### src/rtl/vram_scanout.sv
// vram_scanout: LCD scan-out engine. Generates panel timing and fetches
// RGB332 pixels from the framebuffer BSRAM read port. Each stored pixel
// covers a 2x2 block on the panel. Each pixel is expanded to RGB565.
//
// Ports:
//   clk          pixel clock (same clock as the BSRAM read port)
//   reset        synchronous, active-high
//   vram_addr    framebuffer byte address (BSRAM adb)
//   vram_ce      framebuffer read enable (BSRAM ceb)
//   vram_dout    BSRAM read data, RGB332, one cycle after the address
//   lcd_de       data enable, high on visible pixels
//   lcd_hsync    horizontal sync, active-low
//   lcd_vsync    vertical sync, active-low
//   lcd_r/g/b    RGB565 pixel data, zero outside visible pixels
//   vblank       line counter at or above V_ACTIVE (registered once)
//   frame_start  one-cycle pulse with the first lcd_de of a frame
//
// Optional build macro: VRAM_SCANOUT_CE_GATE_EN. When defined, reads are
// issued only for the even pixel of each horizontal pair and the colour
// register holds for the odd pixel. The LCD pins are identical in both builds.

module vram_scanout #(
  parameter int unsigned H_ACTIVE = 480,
  parameter int unsigned H_FP     = 8,
  parameter int unsigned H_SYNC   = 4,
  parameter int unsigned H_BP     = 43,
  parameter int unsigned V_ACTIVE = 272,
  parameter int unsigned V_FP     = 8,
  parameter int unsigned V_SYNC   = 4,
  parameter int unsigned V_BP     = 12,
  parameter int unsigned FB_WIDTH = H_ACTIVE / 2
) (
  input  logic        clk,
  input  logic        reset,
  output logic [14:0] vram_addr,
  output logic        vram_ce,
  input  logic [7:0]  vram_dout,
  output logic        lcd_de,
  output logic        lcd_hsync,
  output logic        lcd_vsync,
  output logic [4:0]  lcd_r,
  output logic [5:0]  lcd_g,
  output logic [4:0]  lcd_b,
  output logic        vblank,
  output logic        frame_start
);

  localparam int unsigned H_TOTAL = H_ACTIVE + H_FP + H_SYNC + H_BP;
  localparam int unsigned V_TOTAL = V_ACTIVE + V_FP + V_SYNC + V_BP;
  localparam int unsigned H_W     = $clog2(H_TOTAL);
  localparam int unsigned V_W     = $clog2(V_TOTAL);
  localparam int unsigned ADDR_W  = 15;
  localparam int unsigned ROW_W   = 16;

  localparam logic [H_W-1:0] H_LAST     = H_W'(H_TOTAL - 1);
  localparam logic [H_W-1:0] H_ACT_END  = H_W'(H_ACTIVE);
  localparam logic [H_W-1:0] H_SYNC_BEG = H_W'(H_ACTIVE + H_FP);
  localparam logic [H_W-1:0] H_SYNC_END = H_W'(H_ACTIVE + H_FP + H_SYNC);
  localparam logic [V_W-1:0] V_LAST     = V_W'(V_TOTAL - 1);
  localparam logic [V_W-1:0] V_ACT_END  = V_W'(V_ACTIVE);
  localparam logic [V_W-1:0] V_SYNC_BEG = V_W'(V_ACTIVE + V_FP);
  localparam logic [V_W-1:0] V_SYNC_END = V_W'(V_ACTIVE + V_FP + V_SYNC);
  localparam logic [ROW_W-1:0] FB_STEP  = ROW_W'(FB_WIDTH);

  // Elaboration-time geometry checks
  if (FB_WIDTH * (V_ACTIVE / 2) > 32768) begin : g_fb_too_big
    $error("vram_scanout: framebuffer FB_WIDTH*V_ACTIVE/2 exceeds 32768 bytes");
  end
  if ((H_ACTIVE % 2 != 0) || (V_ACTIVE % 2 != 0)) begin : g_odd_active
    $error("vram_scanout: H_ACTIVE and V_ACTIVE must be even");
  end

  // ---------------- Stage 0: counters and row-base accumulator
  logic [H_W-1:0]   h;
  logic [V_W-1:0]   v;
  logic [ROW_W-1:0] row_base;

  always_ff @(posedge clk) begin
    if (reset) begin
      h        <= '0;
      v        <= '0;
      row_base <= '0;
    end else if (h == H_LAST) begin
      h <= '0;
      if (v == V_LAST) begin
        v        <= '0;
        row_base <= '0;
      end else begin
        v <= v + V_W'(1);
        // Leaving the odd line of a pair advances to the next framebuffer row;
        // frozen during vertical blanking so it never exceeds the buffer.
        if (v[0] && (v < V_ACT_END)) begin
          row_base <= row_base + FB_STEP;
        end
      end
    end else begin
      h <= h + H_W'(1);
    end
  end

  // Stage-0 decodes
  logic              act0;
  logic              ce0;
  logic              hs0;
  logic              vs0;
  logic              fs0;
  logic              vb0;
  logic [ADDR_W-1:0] addr0;

  assign act0  = (h < H_ACT_END) && (v < V_ACT_END);
  assign hs0   = (h >= H_SYNC_BEG) && (h < H_SYNC_END);
  assign vs0   = (v >= V_SYNC_BEG) && (v < V_SYNC_END);
  assign fs0   = (h == '0) && (v == '0);
  assign vb0   = (v >= V_ACT_END);
  assign addr0 = ADDR_W'(row_base + ROW_W'(h >> 1));

`ifdef VRAM_SCANOUT_CE_GATE_EN
  assign ce0 = act0 && !h[0];
`else
  assign ce0 = act0;
`endif

  // ---------------- Stage 1: BSRAM request plus control pipeline
  // Sync flags travel active-high so every pipeline register clears to 0.
  logic de1, hs1, vs1, fs1;
  logic de2, hs2, vs2, fs2;

  always_ff @(posedge clk) begin
    if (reset) begin
      vram_addr <= '0;
      vram_ce   <= 1'b0;
      vblank    <= 1'b0;
      de1       <= 1'b0;
      hs1       <= 1'b0;
      vs1       <= 1'b0;
      fs1       <= 1'b0;
    end else begin
      vram_ce <= ce0;
      if (ce0) begin
        vram_addr <= addr0;
      end
      vblank <= vb0;
      de1    <= act0;
      hs1    <= hs0;
      vs1    <= vs0;
      fs1    <= fs0;
    end
  end

  // ---------------- Stage 2: BSRAM data cycle, controls delayed to match
  always_ff @(posedge clk) begin
    if (reset) begin
      de2 <= 1'b0;
      hs2 <= 1'b0;
      vs2 <= 1'b0;
      fs2 <= 1'b0;
    end else begin
      de2 <= de1;
      hs2 <= hs1;
      vs2 <= vs1;
      fs2 <= fs1;
    end
  end

`ifdef VRAM_SCANOUT_CE_GATE_EN
  // Pair parity, so the colour register loads only from the even pixel's read
  logic even1, even2;

  always_ff @(posedge clk) begin
    if (reset) begin
      even1 <= 1'b0;
      even2 <= 1'b0;
    end else begin
      even1 <= !h[0];
      even2 <= even1;
    end
  end
`endif

  // RGB332 -> RGB565 by bit replication
  logic [4:0] r_x;
  logic [5:0] g_x;
  logic [4:0] b_x;

  assign r_x = {vram_dout[7:5], vram_dout[7:6]};
  assign g_x = {vram_dout[4:2], vram_dout[4:2]};
  assign b_x = {vram_dout[1:0], vram_dout[1:0], vram_dout[1]};

  // ---------------- Stage 3: LCD output registers
  always_ff @(posedge clk) begin
    if (reset) begin
      lcd_de      <= 1'b0;
      lcd_hsync   <= 1'b1;
      lcd_vsync   <= 1'b1;
      frame_start <= 1'b0;
      lcd_r       <= '0;
      lcd_g       <= '0;
      lcd_b       <= '0;
    end else begin
      lcd_de      <= de2;
      lcd_hsync   <= !hs2;
      lcd_vsync   <= !vs2;
      frame_start <= fs2;
      if (!de2) begin
        lcd_r <= '0;
        lcd_g <= '0;
        lcd_b <= '0;
      end
`ifdef VRAM_SCANOUT_CE_GATE_EN
      else if (even2) begin
`else
      else begin
`endif
        lcd_r <= r_x;
        lcd_g <= g_x;
        lcd_b <= b_x;
      end
    end
  end

endmodule

### config.mk
export PLATFORM = sky130hd
export DESIGN_NAME = vram_scanout
export DESIGN_NICKNAME = d
export VERILOG_FILES = /design/src/rtl/vram_scanout.sv
export SDC_FILE = /design/constraint.sdc
export NUM_CORES = 1
export LEC_CHECK = 0
export CAP_MARGIN = 10
export CORE_AREA = 10 10 98 100
export DETAILED_ROUTE_END_ITERATION = 8
export DIE_AREA = 0 0 108 110
export GPL_TIMING_DRIVEN = 0
export HOLD_SLACK_MARGIN = 0.06
export PLACE_DENSITY = 0.62
export SYNTH_ARGS = -nofsm -noshare
export SYNTH_HDL_FRONTEND = slang
export SYNTH_SLANG_ARGS = --single-unit
### constraint.sdc
create_clock -name clk -period 5 [get_ports clk]
set_input_delay 1 -clock clk [delete_from_list [all_inputs] [get_ports clk]]
set_output_delay 1 -clock clk [all_outputs]
set_load 0.02 [all_outputs]
# Yosys cells after proc, flatten, opt, wreduce, memory -nomap -nowiden
# Index checks and enable logic that the tools add are counted.
# word_totals
inputBits,10
ff_bits,79
# classes
order_cmp,7
addsub,4
n_reduce_logical,13
n_eq_ne,2
bitwise_logic,1
mux,3
# ops
op,count
16-bit two-way mux,2
10-bit by 9-bit less-than comparator with 1-bit output (second input constant),2
9-bit >= comparator (second input constant),2
9-bit less-than comparator (second input constant),2
16-bit by 8-bit adder with 16-bit output (second input constant),1
15-bit by 9-bit adder with 15-bit output,1
10-bit by 1-bit adder with 10-bit output (second input constant),1
10-bit equality test (second input constant),1
10-bit by 9-bit >= comparator with 1-bit output (second input constant),1
10-bit zero test,1
9-bit by 1-bit adder with 9-bit output (second input constant),1
9-bit equality test (second input constant),1
9-bit zero test,1
9-bit two-way mux,1
1-bit logical AND,5
2-bit OR reduction,2
1-bit zero test,2
2-bit AND reduction,1
2-bit nonzero test,1
1-bit NOT,1

# Logic depth before layout (Yosys ltp)
# logic_depth
depth_word,4
depth_mapped,8
mapped_depth_nobuf,7

# Least setup slack after synthesis
# No wires, ideal clock.
# synth_path
path_kind,register to register
startpoint,register h[1]
endpoint,register row_base[8]
setup_time_ns,0.070
synth_period_minus_slack_ns,2.039
slack_ns,2.961
t_arrival_ns,1.969
required_ns,4.930
path_stages_with_launch,8
path_cell_list,dfxtp_1 -> ha_1 -> nand4_1 -> or3b_1 -> buf_6 -> or3_4 -> or3_1 -> a21oi_1
# synth_via
elab_chain_cells,2
# synth_lines
element,line_no,source
"start, declared",74,logic [H_W-1:0] h;
"start signal, assigned",97,h <= h + H_W'(1);
10-bit equality test,83,end else if (h == H_LAST) begin
2-bit AND reduction (no source line),-,
"end signal, assigned",93,row_base <= row_base + FB_STEP;
"end, declared",76,logic [ROW_W-1:0] row_base;
# Every way passes these cells.
# A chain may end at the register's enable or synchronous reset.

==> out/results.tsv <==
metric	value	unit
hold_buf cts	0	
post-route ant nets	0	
Syn Std Cell Area	2990	sq um
Synth cell types	41	
Port Buf Inserts	46	
Worst-path clk slew	70	ps
fraction of layout cells with a size suffix above 1	7.41	%
Worst Path Buf+Inv	2	
Max Freq	417	MHz
final hold vios	0	
Util after Layout	49.1	%
maximum clock path buffer count	2	
Slew headroom	61.6	%
vias in the first global route	2375	
register bit total from synthesis	66	
first-pass GRT wire length	11400	microns
CP Data Required Time	4000	ps
# setup viols final	0	
clock sinks	66	
Synth area leaders	dfxtp_1 44%, ha_1 5.4%, xor2_1 4.4%	
GRT overflow	0	
Main synth FF type	dfxtp_1	
Tcrit/Tclk final	47.9	%
count of final max-slew check failures	0	
post-route setup TNS	0	ps
Min Hold Slack	369	ps
1st-iter DRT viols	128	
Top delay family on crit path	buffers and inverters	
critical path's largest stage delay	600	ps
wire length per cell	14.0	microns
Cell Rows	32	
final WL	7100	microns
worst skew pair latency	340	ps
placed cells	491	
DIE AREA	11900	sq um
Synth top cells by count	66 x dfxtp_1, 30 x nand2_1, 28 x nor2_1	
worst-margin pin slew	570	ps
antenna cells	0	
floorplan core area	7650	sq um
routability cong.	0.850	
skew final	8.56	ps
max cap viols	0	
Overall Power	0.985	mW
register area share after synthesis	44.1	%
fill count	780	
root buf cell	clkbuf_8	
initial core utilization	39.2	%
via count	2579	
TritonCTS clock tree	done	
Peak VDD IR	0.104	mV
unrepaired setup endpoints after global routing	no	
CTS H-Tree Depth	3	
Overall Global Routing Usage	12.0	%
Worst Hold Class	flop to flop	
Die X	108	microns
io pins	47	
fin cells	507	
Post-CTS Setup Bufs	0	
antenna violations before repair	0	
Worst EP arrival	1400	ps
fraction of registers with async set or reset after synthesis	0	%
critical path cell sequence	buf_4, clkdlybuf4s50_1	
DRC violations left	0	
Post-synth EDFFs	0	
routed vias/inst	5.09	
LEAKAGE	1.41	nW
post-CTS resize count	0	
CP max FO	3	
Syn. warnings	0	
Yosys top cell by area	dfxtp_1	
CP endpoint kind	output port	
Yosys top cell area share	44.1	%
Inserted Clock Buffers	9	
CP Class	flop to output port	
Worst path slowest cell	clkdlybuf4s50_1	
Nets	423	
hpwl dp	5250	microns
Post-Syn Instances	342	
DIE HEIGHT	110	microns
minimum clock period	2400	ps
Area growth, synth to finish	25.4	%
drt pass-1 iters	4	
status	completed	
largest net degree at the start of global routing	13	
top-count cell post-synth	dfxtp_1	
power per cell area	262	nW/um^2
Worst Setup Start Kind	flop	
Avg Cell Area, Syn	8.75	sq um
-- layer usage --
| layer | share of wire (%) | vias to the layer above | global-route usage, % |
|---|---|---|---|
| met5 | 0 | - | 0 |
| met4 | 1.5 | 0 | 6.87 |
| met3 | 6.6 | 6 | 2.21 |
| met2 | 44 | 63 | 18.8 |
| met1 | 48 | 1200 | 15.3 |
| li1 | - | 1310 | - |
-- power breakdown --
part | internal (mW) | leakage (nW) | switching [mW]
Clock | 0.178 | 0.0927 | 0.209
Sequential | 0.534 | 0.535 | 0.00688
Combinational | 0.0272 | 0.778 | 0.0292
Total | 0.740 | 1.41 | 0.245
-- state kept, by name, summed over array words and instances, names as in the netlist, 2 cells and up --
signal / cells
vram_addr: 15
v: 9
h: 10
lcd_b: 2
lcd_g: 3
lcd_r: 3
row_base: 11
-- cell type report --
class	count	area [sq um]	area share, %
inverters	8	30.0	0.799
well taps	102	128	3.40
clock inverters	7	46.3	1.23
flip-flops and latches	66	1320	35.2
clock buffers	9	124	3.30
repair buffers	46	460	12.3
multi-input cells	244	1510	40.3
plain buffers	25	134	3.56
-- final timing paths --
path	from	end	slack (ps)	cells past startpoint
setup / recovery	lcd_b[2]$_SDFF_PP0_	lcd_b[4]	2600	2
hold / removal	hs2$_SDFF_PP0_	lcd_hsync$_SDFF_PP1_	370	1
setup reg to reg	h[3]$_SDFF_PP0_	row_base[13]$_SDFFE_PP0P_	2680	6
hold reg to reg	hs2$_SDFF_PP0_	lcd_hsync$_SDFF_PP1_	370	1
-- cells in the final DEF (no fill, tap or decap), types with 4 or more instances in the layout --
| cell | synthesis | routed |
|---|---|---|
| xnor2_1 | 9 | 9 |
| nor4_1 | 4 | 4 |
| and4_1 | 5 | 5 |
| a211oi_1 | 5 | 5 |
| buf_4 | 8 | 8 |
| clkinv_2 | 0 | 4 |
| nor2_1 | 28 | 28 |
| nor2b_1 | 6 | 6 |
| o21ai_0 | 15 | 15 |
| nand3_1 | 12 | 12 |
| and3_1 | 7 | 7 |
| clkdlybuf4s50_1 | 0 | 46 |
| clkbuf_8 | 0 | 9 |
| xor2_1 | 15 | 15 |
| or3_1 | 8 | 8 |
| nand4_1 | 9 | 9 |
| a21oi_1 | 26 | 26 |
| nor3_1 | 13 | 13 |
| a31oi_1 | 6 | 6 |
| nand2_1 | 30 | 30 |
| ha_1 | 13 | 13 |
| clkbuf_1 | 14 | 14 |
| dfxtp_1 | 66 | 66 |
| inv_1 | 8 | 8 |
| and2_1 | 10 | 10 |
-- cell families (layout without fill, tap and decap cells) --
family,count (synthesis),after routing,synth area share [%]
compound gates,63,63,12.7
fa+ha+maj,13,13,5.43
flops,66,66,44.1
simple gates,140,140,24.5
xor+xnor,24,24,7.02
other cells,1,2,0.125
mux,2,2,0.669
buf+inv,33,95,5.47
-- per-stage QoR --
step / setup WS [ps] / instance area (sq um)
floorplan: 2960 / 3000
global placement: 2350 / 3590
detailed placement: 2360 / 3590
CTS: 2580 / 3760
global route: 2450 / 3760
finish: 2600 / 3760
Note: power is estimated with default switching activity, not from simulation.
